File: src/rtl/add_cmp_pkg.sv
// Shared parameters for the add-compare pipeline: default widths, the
// equality-check group size, and the group-count helper.
package add_cmp_pkg;

    localparam int unsigned W_DEF  = 50;
    localparam int unsigned TW_DEF = 8;
    localparam int unsigned CW_DEF = 16;
    localparam int unsigned GRP    = 4;

    // Number of GRP-bit groups covering a w-bit vector; the last one may be partial.
    function automatic int unsigned num_groups(input int unsigned w);
        return (w + GRP - 1) / GRP;
    endfunction

endpackage

File: src/rtl/add_cmp_csa.sv
// Carry-save row of W full adders over (a, b, ~c).
// a+b == c (mod 2^W) exactly when s ^ k is all ones.
module add_cmp_csa #(
    parameter int unsigned W = 50
) (
    input  logic [W-1:0] a_i,
    input  logic [W-1:0] b_i,
    input  logic [W-1:0] c_i,
    output logic [W-1:0] s_c,
    output logic [W-1:0] k_c
);

    logic [W-1:0] nc;

    assign nc  = ~c_i;
    assign s_c = a_i ^ b_i ^ nc;
    // The carry out of the top bit falls off the modular sum, so only W-1 majorities are kept.
    assign k_c = {(a_i[W-2:0] & b_i[W-2:0]) | (a_i[W-2:0] & nc[W-2:0]) | (b_i[W-2:0] & nc[W-2:0]),
                  1'b0};

endmodule

File: src/rtl/add_cmp_pipe.sv
// Two-stage valid/ready pipeline reporting whether (a+b) mod 2^W == c,
// with saturating match/miss counters on delivered results.
module add_cmp_pipe
    import add_cmp_pkg::*;
#(
    parameter int unsigned W  = W_DEF,
    parameter int unsigned TW = TW_DEF,
    parameter int unsigned CW = CW_DEF
) (
    input  logic          clk,
    input  logic          rst_n,
    input  logic          in_valid,
    output logic          in_ready,
    input  logic [W-1:0]  in_a,
    input  logic [W-1:0]  in_b,
    input  logic [W-1:0]  in_c,
    input  logic [TW-1:0] in_tag,
    output logic          out_valid,
    input  logic          out_ready,
    output logic          out_eq,
    output logic [TW-1:0] out_tag,
    input  logic          cnt_clr,
    output logic [CW-1:0] match_cnt,
    output logic [CW-1:0] miss_cnt,
    output logic          busy
);

    localparam int unsigned G  = num_groups(W);
    localparam int unsigned PW = G * GRP;
    localparam logic [CW-1:0] CNT_MAX = {CW{1'b1}};

    logic [W-1:0]  s_c, k_c;

    logic          v1_q, v1_d;
    logic [W-1:0]  s1_q, s1_d;
    logic [W-1:0]  k1_q, k1_d;
    logic [TW-1:0] tag1_q, tag1_d;
    logic          v2_q, v2_d;
    logic [TW-1:0] tag2_q, tag2_d;
    logic [G-1:0]  grp_q, grp_d;
    logic [CW-1:0] match_q, match_d;
    logic [CW-1:0] miss_q, miss_d;

    logic          adv1, adv2, out_hs, eq_c;
    logic [PW-1:0] xp;
    logic [G-1:0]  grp_c;

    add_cmp_csa #(.W(W)) u_csa (
        .a_i (in_a),
        .b_i (in_b),
        .c_i (in_c),
        .s_c (s_c),
        .k_c (k_c)
    );

    // Group AND-reduction of s^k; padding bits are ones so a partial last group is neutral.
    always_comb begin
        xp        = '1;
        xp[W-1:0] = s1_q ^ k1_q;
        grp_c     = '0;
        for (int g = 0; g < int'(G); g++) begin
            grp_c[g] = &xp[g*GRP +: GRP];
        end
    end

    assign adv2   = !v2_q || out_ready;
    assign adv1   = !v1_q || adv2;
    assign out_hs = v2_q && out_ready;
    assign eq_c   = &grp_q;

    always_comb begin
        v1_d    = v1_q;
        s1_d    = s1_q;
        k1_d    = k1_q;
        tag1_d  = tag1_q;
        v2_d    = v2_q;
        tag2_d  = tag2_q;
        grp_d   = grp_q;
        match_d = match_q;
        miss_d  = miss_q;

        if (adv1) begin
            v1_d = in_valid;
            if (in_valid) begin
                s1_d   = s_c;
                k1_d   = k_c;
                tag1_d = in_tag;
            end
        end

        if (adv2) begin
            v2_d = v1_q;
            if (v1_q) begin
                tag2_d = tag1_q;
                grp_d  = grp_c;
            end
        end

        // Clear takes priority over counting a coincident handshake.
        if (cnt_clr) begin
            match_d = '0;
            miss_d  = '0;
        end else if (out_hs) begin
            if (eq_c) begin
                if (match_q != CNT_MAX) match_d = match_q + CW'(1);
            end else begin
                if (miss_q != CNT_MAX) miss_d = miss_q + CW'(1);
            end
        end
    end

    always_ff @(posedge clk or negedge rst_n) begin
        if (!rst_n) begin
            v1_q    <= 1'b0;
            s1_q    <= '0;
            k1_q    <= '0;
            tag1_q  <= '0;
            v2_q    <= 1'b0;
            tag2_q  <= '0;
            grp_q   <= '0;
            match_q <= '0;
            miss_q  <= '0;
        end else begin
            v1_q    <= v1_d;
            s1_q    <= s1_d;
            k1_q    <= k1_d;
            tag1_q  <= tag1_d;
            v2_q    <= v2_d;
            tag2_q  <= tag2_d;
            grp_q   <= grp_d;
            match_q <= match_d;
            miss_q  <= miss_d;
        end
    end

    assign in_ready  = adv1;
    assign out_valid = v2_q;
    assign out_eq    = eq_c;
    assign out_tag   = tag2_q;
    assign match_cnt = match_q;
    assign miss_cnt  = miss_q;
    assign busy      = v1_q | v2_q;

endmodule
File: config.mk
export PLATFORM = sky130hd
export DESIGN_NAME = add_cmp_pipe
export DESIGN_NICKNAME = d
export VERILOG_FILES = /design/src/rtl/add_cmp_pkg.sv /design/src/rtl/add_cmp_csa.sv /design/src/rtl/add_cmp_pipe.sv
export SDC_FILE = /design/constraint.sdc
export NUM_CORES = 1
export LEC_CHECK = 0
export CAP_MARGIN = 20
export CORE_MARGIN = 8
export CORE_UTILIZATION = 45
export CTS_CLUSTER_DIAMETER = 60
export DETAILED_ROUTE_END_ITERATION = 10
export DONT_BUFFER_PORTS = 1
export GPL_TIMING_DRIVEN = 0
export SYNTH_ARGS = -nofsm -noshare
export SYNTH_HDL_FRONTEND = slang
export SYNTH_SLANG_ARGS = --single-unit
File: constraint.sdc
create_clock -name clk -period 2.1 [get_ports clk]
set_clock_uncertainty 0.1 [all_clocks]
set_input_delay 0.63 -clock clk [delete_from_list [all_inputs] [get_ports clk]]
set_output_delay 0.63 -clock clk [all_outputs]
set_load 0.03 [all_outputs]
==> results, run 1 <==
- The run finished, with violations left.
- The final reports fail on hold timing, setup timing.
- The maximum clock frequency is 0.4433 GHz.
- The overall power of the completed layout is 9.102 mW.
- For this block, the initial DRC count from the detailed router was 250.
- In the routed layout, each cell is associated on average with a via count of 5.322.
- The total area inside the core boundary comes to 17960 sq um.
- The kind of start point of the critical path is a flop.
- The detail-routed net length per standard cell is 19.76 microns.
- For this run, the detailed router's first-pass iteration total came to 4.
- Summed over all layers, the routed wires come to 21750 microns.
- Measured against the total synthesized area, the mux share comes to 0.02701.
- The main combinational cell family by area after synthesis is simple AND/OR/NAND/NOR gates.
- The most instantiated flip-flop cell in the synthesis netlist is sky130_fd_sc_hd__dfrtp_1.
- The net switching power of the design is 2.524 mW.
- Dividing the final minimum period by the clock period gives 1.074.
- In this run the tightest slew margin relative to its limit is 0.6139.
- Each instance of the synthesized netlist takes up on average 10.31 sq um.
- The tightest min-delay check is of the primary input to asynchronous set/reset pin type.
- For this run, the total global-route usage over all layers was measured as 0.1754.
- In the synthesized netlist, the number of instances is 800.
- The I/O pin count is 207.
- The clock group share of total power is 0.380.
- The switching power as a share of total power is 0.2773.
- The share of the core filled with cells is 0.5966.
- Summed over all layers, the global routing overflow is 0.
- The share of synthesized area in the top cell type comes to 0.4916.
- The wire length of the first global-routing pass is 31230 microns.
- The share of cells above drive strength 1 is 0.3085.
- The largest fanout of any net on the critical path is 5.
- Detailed placement ended at an HPWL of 14630 microns.
- The starting utilization of the core area is 0.4591.
- By startpoint and endpoint, the worst setup path is classified as flop to output port.
- Of the total synthesized cell area, the portion taken by full adders, half adders and majority gates is 0.1220.
- The final RePlAce weighted congestion is 0.8407.
- The largest stage delay on the critical path is 0.39 ns.
- Together, buffers and inverters on the worst path number 1.
- By area the synthesized netlist is led by sky130_fd_sc_hd__dfrtp_1 49%, sky130_fd_sc_hd__fa_1 12%, sky130_fd_sc_hd__o21ai_0 7.1%.
- The critical path arrival is 1.53 ns.
- Of the total synthesized cell area, the portion taken by AND, OR, NAND and NOR gates is 0.1347.
- Synthesis produced a netlist with a net count of 1014.
- The later-pin clock latency in the skew report is 0.42 ns.
- The cell-internal power is 6.578 mW.
- The number of antenna violations at the first check in global routing was 0.
- The count of nets left with antenna violations once routing finished came out at 0.
- In the synthesized netlist the async set-or-reset flop fraction comes to 1.000.
- The total power divided by cell area is 849.2 nW/um^2.
- The post-synthesis instance area is 8247 sq um.
- In this run the deepest clock path goes through 2 buffers.
- The tool flagged a number of max-cap violations equal to 0.
- Synthesis instantiated 42 different standard cells from the library.
- Setup repair after global routing could not meet its margin everywhere.
- Of the total synthesized cell area, the portion taken by XOR and XNOR cells is 0.07434.
- By instance count, the leading cell after synthesis is sky130_fd_sc_hd__dfrtp_1.
- In the final design database the tool counted 1073 nets.
- The cell type with the largest total area after synthesis is sky130_fd_sc_hd__dfrtp_1.
- The power share of the sequential group is 0.445.
- Input and output buffers added on the ports amount to 0.
- Detailed routing inserted a total of 5860 vias.
- The proportion of power drawn by combinational gates is 0.175.
- On the critical path, the stage with the largest delay is an instance of sky130_fd_sc_hd__dfrtp_1.
- After clock tree synthesis, the clock-pin slew on the worst setup and hold paths is 0.06 ns.
- The signal on the critical path passes through nand4_4 > nor4_4 > buf_6.
- The commonest cells after synthesis are 162 x sky130_fd_sc_hd__dfrtp_1, 125 x sky130_fd_sc_hd__nand2_1, 117 x sky130_fd_sc_hd__o21ai_0.
- The share of the synthesized area in compound gates (AO/OA/AOI/OAI) is 0.08754.
- The critical path required time is 1.37 ns.
- The worst setup path is captured at an output port.
- Entering global routing, the biggest net connects 163 pins.
- The tree is rooted in a sky130_fd_sc_hd__clkbuf_16.
- The final-report setup violation count is 71.
- The least setup slack across all paths after layout is -0.1558 ns.
- In this run the horizontal extent of the chip is 151.4 microns.
- TritonCTS built the clock tree.
- The die covers 22910 sq um.
- Clock tree synthesis found a total of 162 sinks.
- For this run, the register share of the synthesized area comes to 0.4916.
- Across the VDD grid, the largest voltage drop is 0.5924 mV.
- The area growth from synthesis to layout is 29.97%.
- The kind of cell with the highest combined delay along the critical path is simple AND/OR/NAND/NOR gates.
- The slew at the pin closest to its max-slew limit is 0.5773 ns.
- The number of synthesis warnings is 0.
- Yosys mapped a number of flops with a built-in enable equal to 0.
- The DRC violation count after routing is 0.
- The final worst hold slack is -0.2020 ns.
- The number of global-route vias before repair was 6182.
- The shortest period the worst path allows is 2.256 ns.
- The number of rows created at floorplan is 49.
- In this run, synthesis produced a sequential element count of 162.
- After filler insertion, the fill cell instance count of the layout stands at 1469.
- The clock tree synthesis step divided the H-tree into 4 levels.
- The count of inserted antenna diode cells is 0.
- The number of clock buffers added by TritonCTS is 17.
- The number of pins with negative max-slew slack in the final report is 0.
- From bottom edge to top edge, the die measures 151.4 microns.
- The leakage power is 4.984 nW.
- The number of hold violations in the final report is 162.
-- worst register-to-register path, delay by kind of cell, from the launching register on --
kind	cells	cell delay [ns]
buffers and inverters	3	0.37
DFF	1	0.53
muxes	1	0.29
and+or+nand+nor	2	0.78
-- layout make-up --
class / instances / area [sq um] / area share
multi-input cells: 503 / 4210 / 0.3928
inverters: 103 / 386.6 / 0.03607
plain buffers: 32 / 386.6 / 0.03607
repair buffers: 40 / 703.2 / 0.06561
clock inverters: 12 / 203.9 / 0.01903
clock buffers: 20 / 456.7 / 0.04261
flip-flops and latches: 162 / 4084 / 0.3810
well taps: 229 / 286.5 / 0.02673
-- cell usage in the layout, fill, tap and decap left out, types with 20 or more instances in the layout --
cell type and n:
sky130_fd_sc_hd__o21ai_0 20, sky130_fd_sc_hd__nor2_1 24, sky130_fd_sc_hd__nand4_1 21, sky130_fd_sc_hd__nand2_1 50
sky130_fd_sc_hd__nand2_2 58, sky130_fd_sc_hd__o21ai_1 59, sky130_fd_sc_hd__clkbuf_16 36, sky130_fd_sc_hd__xor2_1 54
sky130_fd_sc_hd__inv_1 103, sky130_fd_sc_hd__dfrtp_2 24, sky130_fd_sc_hd__dfrtp_1 138, sky130_fd_sc_hd__o21ai_2 38
sky130_fd_sc_hd__fa_1 49
-- per-layer routing --
metal	routed length [microns]	global-route usage
met5	0	0
met4	427	0.06086
met3	1430	0.05766
met2	11370	0.2967
met1	8519	0.2053
-- flip-flops by register name (all words and copies together), names as in the netlist --
name       cells
v1_q           1
k1_q          49
tag1_q         8
grp_q         13
miss_cnt      16
out_valid      1
out_tag        8
match_cnt     16
s1_q          50
-- power by group through the flow --
stage                     Combinational, mW  Sequential (mW)  Clock, mW
final                                  1.59             4.05       3.46
after global routing                   1.75             4.11       3.66
after CTS                              1.09             3.99       3.52
after detailed placement               1.04             4.03          0
after global placement                0.997             4.01          0
after floorplan                       0.750             3.94          0
-- path summary, 6_finish.rpt --
check	cells after the start	from	slack [ns]	end
setup / recovery	3	grp_q[5]$_DFFE_PN0P_	-0.16	out_eq
setup reg to reg	6	out_valid$_DFFE_PN0P_	-0.06	tag1_q[5]$_DFFE_PN0P_
hold reg to reg	2	grp_q[10]$_DFFE_PN0P_	0.39	grp_q[10]$_DFFE_PN0P_
hold / removal	0	rst_n	-0.20	miss_cnt[8]$_DFFE_PN0P_
max in group asynchronous	0	rst_n	1.87	match_cnt[5]$_DFFE_PN0P_
min in group clk	1	in_valid	0.23	v1_q$_DFFE_PN0N_
-- metrics by stage --
stage                     setup WS, ns  TNS, ns  instances  instance area, sq um
after floorplan               -0.01025  -0.3074        800                  8262
after global placement         -0.6979   -64.82       1029                  8548
after detailed placement       -0.7557   -68.96       1029                  8548
after CTS                      -0.1913  -0.3096       1070                  9465
after global routing           -0.2415   -7.807       1101                 10720
final                          -0.1558   -2.344       1101                 10720
-- repair_timing --
| action | CTS | global route |
|---|---|---|
| resized for setup | 68 | 319 |
| setup endpoints to repair | 136 | 133 |
| buffers inserted | 8 | 11 |
| cloned | 1 | 22 |
| pin swaps | 8 | 57 |
| endpoints found under the hold margin | 162 | 162 |
-- cell families after synthesis --
| family | Yosys count |
|---|---|
| AO/OA/AOI/OAI | 135 |
| XOR/XNOR | 70 |
| adder cells (fa/ha/maj) | 51 |
| buffers and inverters | 135 |
| flip-flops | 162 |
| multiplexers | 20 |
| AND/OR/NAND/NOR | 227 |
(Power assumes the default switching activity.)
==> run 2: changes to the inputs <==
--- a/config.mk
+++ b/config.mk
@@ -5,13 +5,13 @@
 export SDC_FILE = /design/constraint.sdc
 export NUM_CORES = 1
 export LEC_CHECK = 0
-export CAP_MARGIN = 20
 export CORE_MARGIN = 8
 export CORE_UTILIZATION = 45
 export CTS_CLUSTER_DIAMETER = 60
 export DETAILED_ROUTE_END_ITERATION = 10
 export DONT_BUFFER_PORTS = 1
 export GPL_TIMING_DRIVEN = 0
+export HOLD_SLACK_MARGIN = 0.03
 export SYNTH_ARGS = -nofsm -noshare
 export SYNTH_HDL_FRONTEND = slang
 export SYNTH_SLANG_ARGS = --single-unit
==> results of run 2 <==
No change in the layout: final DEF, timing and power equal those of run 1.
==> run 3: changes to the inputs <==
--- a/config.mk
+++ b/config.mk
@@ -12,6 +12,8 @@
 export DONT_BUFFER_PORTS = 1
 export GPL_TIMING_DRIVEN = 0
 export HOLD_SLACK_MARGIN = 0.03
+export SETUP_SLACK_MARGIN = 0.15
+export SLEW_MARGIN = 20
 export SYNTH_ARGS = -nofsm -noshare
 export SYNTH_HDL_FRONTEND = slang
 export SYNTH_SLANG_ARGS = --single-unit
==> results, run 3 (synthesized netlist as in run 1, its figures left out) <==
- The core footprint is 17960 sq um (unchanged).
- The kind of start point of the critical path is a flop.
- The pin count of the biggest net entering global routing is 163 (unchanged).
- The routed via count is 5948 (+1.5%).
- The final-report setup violation count is 43 (-39%).
- The wire length of the first global-routing pass was 33750 microns (+8.1%).
- The number of nets in the final layout is 1095 (+2.1%).
- The count of inserted antenna diode cells is 0 (unchanged).
- The final reports fail on hold timing, setup timing.
- The final worst hold slack is -0.1913 ns (+0.01073 ns).
- The shortest period the worst path allows is 2.224 ns (-0.03189 ns).
- The I/O pin count came to 207 (unchanged).
- The sum of routed wire length over all layers came to 22120 microns (+1.7%).
- The share of the core filled with cells is 0.6294 (+0.03274).
- The sort of element at the end of the critical path is an output port.
- The number of rows created at floorplan is 49 (unchanged).
- In the final layout, the registers with the most flip-flops are s1_q: 50 flops, k1_q: 49 flops.
- The maximum clock frequency is 0.4497 GHz (+1.4%).
- The starting utilization of the core area came to 0.4591 (unchanged).
- TritonCTS built the clock tree.
- The DRC violation count after routing is 0 (unchanged).
- The critical path arrival came to 1.49 ns (-0.04 ns).
- The worst slew margin relative to its limit is 0.5957 (-0.01822).
- The number of antenna violations at the first check in global routing is 1 (+1).
- The CTS buffer count is 17 (unchanged).
- The register-to-register setup slack came to -0.07 ns (about the same).
- The count of routing violations after the opening detailed-route iteration was 189 (-24%).
- The area enclosed by the die boundary is 22910 sq um (unchanged).
- The overall power of the completed layout is 8.782 mW (-3.5%).
- The leakage power is 5.257 nW (+5.5%).
- The total global routing overflow is 0 (unchanged).
- In the layout the commonest cells are 137 x sky130_fd_sc_hd__dfrtp_1, 103 x sky130_fd_sc_hd__inv_1, 69 x sky130_fd_sc_hd__o21ai_2.
- In this run the worst hold path is classified as primary input to asynchronous set/reset pin.
- The antenna violation net count after detailed routing came to 0 (unchanged).
- The critical path capture point is out_eq.
- The total placed instance area is 8603 sq um (+0.64%).
- The number of max-capacitance violations reported is 0 (unchanged).
- The clock edge transition at the registers on the reported setup and hold paths is 0.06 ns (about the same).
- The number of pins with negative max-slew slack in the final report is 0 (unchanged).
- The layout overhead on the synthesized area is 37.10%.
- The die outline width is 151.4 microns (unchanged).
- The detail-routed net length per standard cell is 19.70 microns (-0.28%).
- The slew at the pin closest to its max-slew limit is 0.6064 ns (+0.02907 ns).
- The chip height was 151.4 microns (unchanged).
- The largest fanout of any net on the critical path is 5 (unchanged).
- The largest vdd supply drop came to 0.5732 mV (-3.3%).
- The final cycle utilization of the critical path is 1.059 (-0.01519).
- The least setup slack across all paths after layout was -0.1239 ns (+0.03189 ns).
- The number of hold violations in the final report is 162 (unchanged).
- The placed wire-length estimate after detailed placement is 14630 microns (about the same).
- Counting flops per register, the top entry is s1_q.
- The run finished, with violations left.
- The average vias per placed instance is 5.297 (-0.49%).
- The combined global-route utilization of all metal layers is 0.1917 (+0.01630).
- The number of levels in the clock H-tree came to 4 (unchanged).
- The share of cells above drive strength 1 is 0.3960 (+0.08749).
- The final RePlAce weighted congestion is 0.8383 (-0.29%).
- The critical path required time is 1.37 ns (about the same).
- The later-pin clock latency in the skew report is 0.42 ns (about the same).
- The logic depth of the worst register-to-register path is 8 (+2).
- The start point of the critical path is grp_q[0]$_DFFE_PN0P_.
- The setup path with the least slack is of type flop to output port.
- The most common cell after layout, fill and taps aside is sky130_fd_sc_hd__dfrtp_1.
- The setup total negative slack was -0.9802 ns (+1.364 ns).
- The total power divided by cell area is 776.7 nW/um^2 (-8.5%).
- The number of global-route vias before repair is 6557 (+6.1%).
- The startpoint identified for the worst register-to-register timing path is out_valid$_DFFE_PN0P_.
- The maximum clock insertion buffer count is 2 (unchanged).
- The length of the first detailed-routing pass in iterations is 4 (unchanged).
- Setup repair after global routing could not meet its margin everywhere.
- The number of flip-flops in the largest register is 50 (unchanged).
- The tree is rooted in a sky130_fd_sc_hd__clkbuf_16.
- The endpoint identified for the worst register-to-register timing path is s1_q[16]$_DFFE_PN0P_.
- The clock net sink count is 162 (unchanged).
- The count of port buffers added during placement came to 0 (unchanged).
- The final standard cell area without fillers was 11310 sq um (+5.5%).
[run 3: metrics by stage]
| stage | worst slack (ns) | instances | hold WS (ns) |
|---|---|---|---|
| 2_1_floorplan | 0.1054 | 800 | 0.2344 |
| 6_report | -0.1239 | 1123 | -0.1913 |
| 3_5_place_dp | -0.4506 | 1029 | 0.2419 |
| 3_3_place_gp | -0.3708 | 1029 | 0.2428 |
| 5_1_grt | -0.1955 | 1123 | -0.2182 |
| 4_1_cts | -0.1648 | 1107 | -0.2091 |
[run 3: layer usage]
layer,track usage,vias to the layer above,part of all wire
li1,-,2751,-
met1,0.2128,2989,0.38
met2,0.3416,176,0.53
met3,0.06185,30,0.068
met4,0.05987,2,0.019
met5,0,-,0.00059
[run 3: worst max-delay path, cell delays in order (launching register included)]
cell and delay (ns):
sky130_fd_sc_hd__dfrtp_1 0.41, sky130_fd_sc_hd__nand4_4 0.13, sky130_fd_sc_hd__nor4_4 0.31, sky130_fd_sc_hd__buf_6 0.22
[run 3: cell type report]
type	instances	area [sq um]
inverter	103	386.6
tap	229	286.5
clock buffer	20	456.7
clock inverter	12	108.9
buffer	32	481.7
timing repair buffer	62	880.8
fill	1355	6658
multi-input combinational	503	4619
sequential	162	4085
[run 3: worst min path at each step]
stage / endpoint
after floorplan: grp_q[0]$_DFFE_PN0P_
after global placement: miss_cnt[9]$_DFFE_PN0P_
after detailed placement: miss_cnt[8]$_DFFE_PN0P_
after CTS: miss_cnt[8]$_DFFE_PN0P_
after global routing: miss_cnt[8]$_DFFE_PN0P_
final: miss_cnt[8]$_DFFE_PN0P_
[run 3: report_power, final]
part / internal (mW) / switching [mW]
combinational: 0.928 / 0.801
clock: 1.70 / 1.26
sequential: 3.56 / 0.535
[run 3: timing repair]
action	in CTS	in global routing
gates resized for setup	301	164
cloned	19	0
endpoints found under the setup margin	149	140
pin swaps	67	45
hold endpoints to repair	162	162
setup buffers	27	16
